### src/rtl/mips_pkg.sv
`default_nettype none
// ============================================================================
// Module : mips_pkg
// Brief  : Shared encodings for the MEM-stage load/store unit: access-size
//          codes, load/store FSM states and the default word-address width.
// Rev    : 1.0  initial release
// ============================================================================
package mips_pkg;

  // Default word-address width of the data memory (64K words)
  localparam int MEM_AW_DEFAULT = 16;

  // Access size encodings as presented on req_size
  localparam logic [1:0] SZ_BYTE = 2'b00;
  localparam logic [1:0] SZ_HALF = 2'b01;
  localparam logic [1:0] SZ_WORD = 2'b10;
  localparam logic [1:0] SZ_ILL  = 2'b11;

  // Load/store FSM states
  typedef enum logic [1:0] {
    ST_IDLE = 2'd0,
    ST_RD   = 2'd1,
    ST_WR   = 2'd2,
    ST_RSP  = 2'd3
  } lsu_state_t;

endpackage
`default_nettype wire

### src/rtl/lsu_align.sv
`default_nettype none
// ============================================================================
// Module : lsu_align
// Brief  : Combinational lane steering for the load/store unit.
//          Extract path : picks the addressed byte/half out of a memory word
//                         and sign- or zero-extends it.
//          Merge path   : replaces only the addressed byte/half lane of a
//                         memory word with right-justified store data.
// Ports  : rd_word_i  (32) word read from memory, source for extraction
//          mod_word_i (32) previously read word, base for the merge
//          wdata_i    (32) right-justified store data
//          lane_i     (2)  byte address bits [1:0]
//          size_i     (2)  access size code
//          unsigned_i (1)  1 = zero-extend, 0 = sign-extend
//          rdata_o    (32) extended load data
//          wword_o    (32) merged word for the write-back
// Rev    : 1.0  initial release
// ============================================================================
module lsu_align
  import mips_pkg::*;
(
  input  logic [31:0] rd_word_i,
  input  logic [31:0] mod_word_i,
  input  logic [31:0] wdata_i,
  input  logic [1:0]  lane_i,
  input  logic [1:0]  size_i,
  input  logic        unsigned_i,
  output logic [31:0] rdata_o,
  output logic [31:0] wword_o
);

  logic [7:0]  byte_sel;
  logic [15:0] half_sel;
  logic [4:0]  byte_ofs;
  logic [4:0]  half_ofs;

  // Little-endian lanes: byte lane n lives at bits [8n+7:8n]
  assign byte_ofs = {lane_i, 3'b000};
  assign half_ofs = {lane_i[1], 4'b0000};

  always_comb begin
    byte_sel = rd_word_i[byte_ofs +: 8];
    half_sel = rd_word_i[half_ofs +: 16];
    rdata_o  = rd_word_i;
    case (size_i)
      SZ_BYTE: rdata_o = unsigned_i ? {24'd0, byte_sel}
                                    : {{24{byte_sel[7]}}, byte_sel};
      SZ_HALF: rdata_o = unsigned_i ? {16'd0, half_sel}
                                    : {{16{half_sel[15]}}, half_sel};
      default: rdata_o = rd_word_i;
    endcase
  end

  always_comb begin
    wword_o = wdata_i;
    case (size_i)
      SZ_BYTE: begin
        wword_o                 = mod_word_i;
        wword_o[byte_ofs +: 8]  = wdata_i[7:0];
      end
      SZ_HALF: begin
        wword_o                 = mod_word_i;
        wword_o[half_ofs +: 16] = wdata_i[15:0];
      end
      default: wword_o = wdata_i;
    endcase
  end

endmodule
`default_nettype wire

### src/rtl/load_store_unit.sv
`default_nettype none
// ============================================================================
// Module : load_store_unit
// Brief  : Byte-addressed load/store front end for a word-wide data memory.
//          One request at a time; sub-word stores are read-modify-write;
//          misaligned or illegal-size requests respond with an error and
//          never strobe the memory.
// Ports  : clk, reset (async, active-high)
//          req_valid/req_ready handshake, req_write, req_size, req_unsigned,
//          req_addr (byte address), req_wdata (right-justified)
//          resp_valid (1-cycle pulse), resp_rdata, resp_err
//          mem_addr (word index), mem_read_enable, mem_write_enable,
//          mem_write_data, mem_read_data (combinational read)
// Rev    : 1.0  initial release
// ============================================================================
module load_store_unit
  import mips_pkg::*;
#(
  parameter int MEM_AW = MEM_AW_DEFAULT
) (
  input  logic        clk,
  input  logic        reset,
  input  logic        req_valid,
  output logic        req_ready,
  input  logic        req_write,
  input  logic [1:0]  req_size,
  input  logic        req_unsigned,
  input  logic [31:0] req_addr,
  input  logic [31:0] req_wdata,
  output logic        resp_valid,
  output logic [31:0] resp_rdata,
  output logic        resp_err,
  output logic [31:0] mem_addr,
  output logic        mem_read_enable,
  output logic        mem_write_enable,
  output logic [31:0] mem_write_data,
  input  logic [31:0] mem_read_data
);

  lsu_state_t        state_q, state_d;
  logic              write_q;
  logic [1:0]        size_q;
  logic              uns_q;
  logic [MEM_AW+1:0] addr_q;
  logic [31:0]       wdata_q;
  logic [31:0]       word_q;
  logic [31:0]       rdata_q;
  logic              err_q;

  logic              req_err;
  logic              accept;
  logic [31:0]       align_rdata;
  logic [31:0]       align_wword;

  // Address bits above the memory size wrap and are deliberately dropped
  logic              unused_addr_hi;
  assign unused_addr_hi = ^req_addr[31:MEM_AW+2];

  assign req_err = (req_size == SZ_ILL) ||
                   ((req_size == SZ_HALF) && req_addr[0]) ||
                   ((req_size == SZ_WORD) && (req_addr[1:0] != 2'b00));

  assign accept = req_valid && (state_q == ST_IDLE);

  lsu_align u_align (
    .rd_word_i  (mem_read_data),
    .mod_word_i (word_q),
    .wdata_i    (wdata_q),
    .lane_i     (addr_q[1:0]),
    .size_i     (size_q),
    .unsigned_i (uns_q),
    .rdata_o    (align_rdata),
    .wword_o    (align_wword)
  );

  // Next state and Moore outputs
  always_comb begin
    state_d          = state_q;
    req_ready        = 1'b0;
    mem_read_enable  = 1'b0;
    mem_write_enable = 1'b0;
    mem_write_data   = 32'd0;
    resp_valid       = 1'b0;
    mem_addr         = {{(32-MEM_AW){1'b0}}, addr_q[MEM_AW+1:2]};
    case (state_q)
      ST_IDLE: begin
        req_ready = 1'b1;
        mem_addr  = 32'd0;
        if (req_valid) begin
          if (req_err)                   state_d = ST_RSP;
          else if (!req_write)           state_d = ST_RD;
          else if (req_size == SZ_WORD)  state_d = ST_WR;
          else                           state_d = ST_RD;
        end
      end
      ST_RD: begin
        mem_read_enable = 1'b1;
        // A read here is either a load or the first half of a sub-word store
        state_d = write_q ? ST_WR : ST_RSP;
      end
      ST_WR: begin
        mem_write_enable = 1'b1;
        mem_write_data   = align_wword;
        state_d          = ST_RSP;
      end
      ST_RSP: begin
        resp_valid = 1'b1;
        state_d    = ST_IDLE;
      end
      default: state_d = ST_IDLE;
    endcase
  end

  assign resp_rdata = resp_valid ? rdata_q : 32'd0;
  assign resp_err   = resp_valid & err_q;

  always_ff @(posedge clk or posedge reset) begin
    if (reset) begin
      state_q <= ST_IDLE;
      write_q <= 1'b0;
      size_q  <= 2'b00;
      uns_q   <= 1'b0;
      addr_q  <= '0;
      wdata_q <= 32'd0;
      word_q  <= 32'd0;
      rdata_q <= 32'd0;
      err_q   <= 1'b0;
    end else begin
      state_q <= state_d;
      if (accept) begin
        write_q <= req_write;
        size_q  <= req_size;
        uns_q   <= req_unsigned;
        addr_q  <= req_addr[MEM_AW+1:0];
        wdata_q <= req_wdata;
        err_q   <= req_err;
        rdata_q <= 32'd0;
      end
      if (state_q == ST_RD) begin
        word_q <= mem_read_data;
        if (!write_q) rdata_q <= align_rdata;
      end
    end
  end

endmodule
`default_nettype wire

### config.mk
export PLATFORM = sky130hd
export DESIGN_NAME = load_store_unit
export DESIGN_NICKNAME = d
export VERILOG_FILES = /design/src/rtl/mips_pkg.sv /design/src/rtl/lsu_align.sv /design/src/rtl/load_store_unit.sv
export SDC_FILE = /design/constraint.sdc
export NUM_CORES = 1
export LEC_CHECK = 0
export ABC_CLOCK_PERIOD_IN_PS = 11900
export CELL_PAD_IN_SITES_DETAIL_PLACEMENT = 1
export CELL_PAD_IN_SITES_GLOBAL_PLACEMENT = 1
export CORE_MARGIN = 4
export CORE_UTILIZATION = 39
export CTS_CLUSTER_DIAMETER = 200
export DETAILED_ROUTE_END_ITERATION = 10
export GPL_TIMING_DRIVEN = 1
export PLACE_DENSITY = 0.84
export SYNTH_ARGS = -nofsm -noshare
export SYNTH_HDL_FRONTEND = slang
export SYNTH_SLANG_ARGS = --single-unit
### constraint.sdc
create_clock -name clk -period 11.9 [get_ports clk]
set_input_delay 2.38 -clock clk [delete_from_list [all_inputs] [get_ports clk]]
set_output_delay 2.38 -clock clk [all_outputs]
set_load 0.05 [all_outputs]
==> qor.yml, run 1 <==
synthesis:
  synth_compound_gate_area_share_pct: 16.1
  synth-xor-area-share_pct: 0
  netlist_area_um2: 6500
  postSynthCellCount: 561
  yosysWarnings: 0
  synth_cell_type_count: 45
  synth-simple-area-share_pct: 10.7
  synth_seq_cells: 121
  synth_top_family_by_area: "multiplexers"
  postSynthAreaPerCell_um2: 11.6
  synth_sequential_area_ratio_pct: 46.6
  synth.mux.area_fraction_pct: 19.1
  post_synthesis_adder_cell_area_fraction_pct: 1.73
clocking:
  buffer_levels_on_the_longest_clock_path: 2
  clkSinkCount: 121
  tritoncts_clock_tree: "yes"
  clk_pin_slew_ps: 50
  cts_htree_levels: 4
  cts.hold.buffers_added: 0
  clk_latency_ps: 420
  post_cts.resized_instances: 0
  cts_setup_buffers: 0
  clk_root_buffer_cell: "clkbuf_16"
  cts_buffers: 17
timing:
  fmax_mhz: 152
  finalHoldViolations: 0
  setup-violations-final: 0
  worstMarginPinSlew_ps: 1150
  final.period_utilization_pct: 55.2
  rsz_0062_raised_after_global_routing: "no"
  timing.final.ws_setup_ps: 5340
  slew-limit-headroom_pct: 23.1
  timing.final.crit_period_ps: 6560
  slew_viol_final: 0
  tns_ps: 0
  skew_ps: 6.45
critical_path:
  cp-start-kind: "register"
  worstPathMaxFanout: 17
  crit_path_max_incr_delay_ps: 890
  critical_path.endpoint_type: "output pin"
  timing.critical_path.max_delay_family: "buffers and inverters"
  worstPathCellList: "inv_1 > ha_1 > nor2_1 > nor4b_2 > a221oi_1 > a211oi_1 > clkdlybuf4s50_1"
  worst-setup-path-type: "reg2out"
  critPathArrivalTime_ps: 4180
  critical-path-slowest-cell: "clkdlybuf4s50_1"
  worst-path-buf-inv: 2
  critPathRequiredTime_ps: 9520
global_routing:
  grt_pass1_wl_mm: 33.8
  globalRouteTotalUtil_pct: 23.7
  globalRoute.busiestLayer: "met2"
  met1_usage_pct: 28.2
  grt_antenna_before_repair: 1
  globalRouteMet3Util_pct: 6.65
  grt.met2_usage_pct: 40.5
  vias_in_the_first_global_route: 5887
  maximum_number_of_pins_on_one_net_before_global_route_repair: 80
  remaining_global_route_overflow: 0
route:
  detail_route.first_pass.iterations: 8
  route.detailed.drc: 0
  detail_route.iter0.violations: 426
  dr_total_vias: 5474
  antenna_left: 0
  detail_route.vias_per_cell: 5.80
  total_wirelength_mm: 22.1
  routed_wl_per_cell_um: 23.5
final_layout:
  area_growth_syn_to_layout_pct: 35.9
  post_route_cells_drive_above_1_share_pct: 19.3
  antennaDiodeCount: 0
  finalNetCount: 826
power_and_ir_drop:
  fin_total_pwr_mw: 2.90
  leakage_nw: 3.63
  power.density_nw_per_um2: 329
  vdd.ir_drop.worst_v: 0.000221
die:
  die_height_um: 137
  std_cell_rows: 46
  chipWidth_um: 137
  die_area_um2: 18800
  initial_core_util_pct: 40.3
  floorplan.core_area_um2: 16100
  number_of_top_level_pins: 204
job:
  cap_violations: 0
placement:
  global_placement_routability_congestion: 0.856
  placement.io_buffers: 173
  preCtsSetupSlack_ps: 5860
  detailed_place_hpwl_mm: 16.2
hold_path:
  min-delay-path-class: "reg2reg"
run_status:
  result_of_the_run: "finished, final reports clean"
[area by class of cell]
| type | count | area [µm²] |
|---|---|---|
| clock buffer | 23 | 478 |
| clock inverter | 9 | 72.6 |
| fill | 1703 | 7280 |
| inverter | 10 | 40.0 |
| multi-input combinational | 385 | 3170 |
| sequential | 121 | 3030 |
| tap | 216 | 270 |
| timing repair buffer | 179 | 1780 |
[state kept, by name (all words and copies together) (netlist names)]
| signal | count |
|---|---|
| size_q | 2 |
| word_q | 32 |
| wdata_q | 32 |
| state_q | 2 |
| rdata_q | 32 |
| uns_q | 1 |
| addr_q | 18 |
| write_q | 1 |
| err_q | 1 |
[placed cells by master, fill, tap and decap left out, types with 14 or more instances in the layout]
cell type	n
o21ai_0	21
a22oi_1	14
mux2_2	93
and2_1	34
clkbuf_16	17
conb_1	16
nor2b_1	30
a221oi_1	16
mux2i_1	18
a221o_1	24
clkdlybuf4s50_1	173
dfrtp_1	121
[cell usage after synthesis, drive strengths merged]
cell    count  area (µm²)
a211oi      9        67.6
a21o        2        15.0
a21oi      11        55.1
a221o      24         240
a221oi     16         140
a222oi      9        90.1
a22o        8        70.1
a22oi      14         105
a31oi       3        18.8
a32oi       7        61.3
and2       35         219
and4        2        17.5
buf        36         238
clkbuf     24        90.1
clkinv      1        3.75
conb        1        3.75
dfrtp     121        3030
ha          9         113
inv         9        33.8
mux2       94        1060
mux2i      18         180
nand2      12        45.0
nand2b      3        18.8
nand3       7        35.0
nand3b      1        7.51
nand4b      1        8.76
nor2       13        48.8
nor2b      30         188
nor3        4        25.0
nor3b       1        18.8
nor4        1        21.3
nor4b       1        15.0
o211ai      1        7.51
o21ai      21         105
o221ai      8        70.1
or2         3        18.8
or4         1        11.3
[power by group]
group	total [mW]	switching, mW	internal [mW]
logic	1.60	0.966	0.632
registers	0.822	0.213	0.610
clock network	0.484	0.183	0.301
[path summary, 6_finish.rpt]
check | startpoint | to | slack [ps] | depth (start not counted)
min in group asynchronous | reset | addr_q[2] | 2400 | 2
worst min register to register | err_q | err_q | 470 | 1
worst min-delay path | err_q | err_q | 470 | 1
max in group asynchronous | reset | wdata_q[11] | 8060 | 3
worst max-delay path | addr_q[1] | mem_write_data[26] | 5340 | 7
worst max register to register | state_q[0] | state_q[0] | 8950 | 6
[layer usage]
metal / routed length (µm) / vias up
li1: - / 2388
met1: 8550 / 2775
met2: 11200 / 259
met3: 1710 / 50
met4: 691 / 2
met5: 11 / -
[through the flow]
stage,area [µm²],utilization (%),instances,hold WS [ps]
after floorplan,6550,-,576,441
after global placement,8280,51.4,911,454
after detailed placement,8280,51.4,911,466
after CTS,8830,54.8,943,477
after global routing,8830,54.8,943,503
final,8830,54.8,943,474
[kinds of logic (layout without fill, tap and decap cells)]
| family | Yosys count | after routing |
|---|---|---|
| AOI/OAI and AO/OA | 133 | 133 |
| adders and majority gates | 9 | 9 |
| buffers and inverters | 70 | 221 |
| DFF | 121 | 121 |
| muxes | 112 | 112 |
| other | 1 | 16 |
| and+or+nand+nor | 115 | 115 |
Power figures use the tool's default switching activity.
==> run 2, diff against run 1 <==
ABC_CLOCK_PERIOD_IN_PS = 6500   (was 11900)
CORE_UTILIZATION = 36   (was 39)
PLACE_DENSITY = 0.78   (was 0.84)
clock period = 6.5 ns   (was 11.9 ns; I/O delays follow)
==> run 2 against run 1 <==
Via count is 3.5% lower. Non-clock buffer count stayed put. Global-route usage is 1.9 points lower. Setup slack worse by 4300 ps. Combinational power is 82% higher. Sequential share of layout area is 0.26 points lower. Die area is 7.8% higher. Core utilization is 3.9 points lower. Sequential cell count stayed put. Critical endpoint is now mem_write_data[31]. Largest cell class unchanged.
==> qor.yml, run 2 (synthesis results as in run 1) <==
route:
  detail_route.first_pass.iterations: 6
  detail_route.vias_per_cell: 5.56
  routed_wl_per_cell_um: 22.9
  route.detailed.drc: 0
  met1Wirelength_mm: 8.65
  met3_wirelength_mm: 1.56
  antenna_left: 0
  detail_route.iter0.violations: 406
  maxUsedRoutingLayer: "met5"
  wl_met2_mm: 11.1
  total_wirelength_mm: 21.7
  dr_total_vias: 5285
global_routing:
  remaining_global_route_overflow: 0
  maximum_number_of_pins_on_one_net_before_global_route_repair: 76
  globalRouteTotalUtil_pct: 21.9
  vias_in_the_first_global_route: 5958
  grt_antenna_before_repair: 1
  grt_pass1_wl_mm: 34.2
placement:
  placement.io_buffers: 173
  global_placement_routability_congestion: 0.838
  detailed_place_hpwl_mm: 15.7
  preCtsSetupSlack_ps: 1650
clocking:
  clk_pin_slew_ps: 60
  clk_root_buffer_cell: "clkbuf_16"
  post_cts.resized_instances: 0
  cts_htree_levels: 4
  clkSinkCount: 121
  buffer_levels_on_the_longest_clock_path: 2
  cts_buffers: 17
  clk_latency_ps: 420
  tritoncts_clock_tree: "yes"
  cts.hold.buffers_added: 0
  cts_setup_buffers: 0
critical_path:
  r2r_setup_slack_ps: 3640
  worst_r2r_startpoint: "state_q[1]"
  critical_path.endpoint_type: "output pin"
  reg2regPathDepth: 6
  cp-start-kind: "register"
  worst-setup-path-type: "reg2out"
  critPathArrivalTime_ps: 4130
  cp-startpoint: "addr_q[1]"
  critPathRequiredTime_ps: 5200
  critical_path.reg2reg.endpoint: "state_q[0]"
  worstPathMaxFanout: 17
timing:
  slew-limit-headroom_pct: 30.2
  fmax_mhz: 184
  finalHoldViolations: 0
  setup-violations-final: 0
  worstMarginPinSlew_ps: 1050
  tns_ps: 0
  timing.final.crit_period_ps: 5430
  timing.final.ws_setup_ps: 1070
  skew_ps: 7.26
  slew_viol_final: 0
  final.period_utilization_pct: 83.5
  rsz_0062_raised_after_global_routing: "no"
die:
  chipWidth_um: 142
  std_cell_rows: 48
  die_area_um2: 20300
  die_height_um: 142
  floorplan.core_area_um2: 17500
  initial_core_util_pct: 37.2
  number_of_top_level_pins: 204
hold_path:
  timing.hold.worst_path_depth: 1
  holdPathEnd: "rdata_q[15]"
  min-delay-path-class: "reg2reg"
  timing.hold.worst.start: "rdata_q[15]"
final_layout:
  finalNetCount: 826
  reg_top3: "rdata_q x32, wdata_q x32, word_q x32"
  post_route_cells_drive_above_1_share_pct: 19.3
  multi_input_comb_area_um2: 3170
  seqCellArea_um2: 3030
  layout_commonest_cell: "clkdlybuf4s50_1"
  n_fill_cell: 1837
  area_growth_syn_to_layout_pct: 37.0
  final_cell_mix: "173 x clkdlybuf4s50_1, 121 x dfrtp_1, 93 x mux2_2"
  antennaDiodeCount: 0
power_and_ir_drop:
  cell_internal_pwr_mw: 2.91
  vdd.ir_drop.worst_v: 0.000393
  power.density_nw_per_um2: 606
  switching_power_total_mw: 2.48
  leakage_nw: 3.65
  switching_share_pct: 46.0
  clockPowerShare_pct: 18.1
  p_seq_share_pct: 27.9
  combPwrFrac_pct: 54.0
job:
  cap_violations: 0
run_status:
  result_of_the_run: "finished, final reports clean"
[run 2: layout make-up]
| cell class | instances | share of cell area [%] |
|---|---|---|
| clock buffers | 23 | 5.48 |
| multi-input cells | 385 | 35.6 |
| flip-flops and latches | 121 | 34.0 |
| repair buffers | 179 | 20.0 |
| well taps | 225 | 3.16 |
| clock inverters | 8 | 1.32 |
| inverters | 10 | 0.450 |
[run 2: power groups by stage]
stage | Sequential [mW] | Clock, mW | Combinational, mW
after floorplan | 1.29 | 0 | 2.18
after global placement | 1.48 | 0 | 2.80
after detailed placement | 1.50 | 0 | 2.88
after CTS | 1.50 | 0.991 | 2.92
after global routing | 1.55 | 1.03 | 3.09
final | 1.51 | 0.975 | 2.91
[run 2: worst max-delay path by stage]
stage,end,depth (start not counted)
3_5_place_dp,mem_write_data[31],7
3_3_place_gp,mem_write_data[31],6
4_1_cts,mem_write_data[31],7
2_1_floorplan,mem_write_data[24],8
6_report,mem_write_data[31],7
5_1_grt,mem_write_data[28],7
[run 2: stage by stage]
stage	hold WS [ps]	total power [mW]	cell area [µm²]	util [%]	instances
6_report	473	5.39	8900	50.9	951
5_1_grt	493	5.67	8900	50.9	951
4_1_cts	479	5.41	8900	50.9	951
3_5_place_dp	467	4.38	8290	47.4	920
3_3_place_gp	459	4.27	8290	47.4	920
2_1_floorplan	441	3.47	6550	-	576
[run 2: routing by layer]
metal / up-vias / global-route usage [%]
met1: 2646 / 25.9
met5: - / 0
li1: 2379 / -
met2: 218 / 38.0
met4: 2 / 7.30
met3: 40 / 6.69
[run 2: worst max-delay path, cell delays in order, from the launching register on]
cell,delay (ps)
dfrtp_1,880
inv_1,230
ha_1,280
nor2_1,190
nor4b_2,680
a221oi_1,170
a211oi_1,390
clkdlybuf4s50_1,890
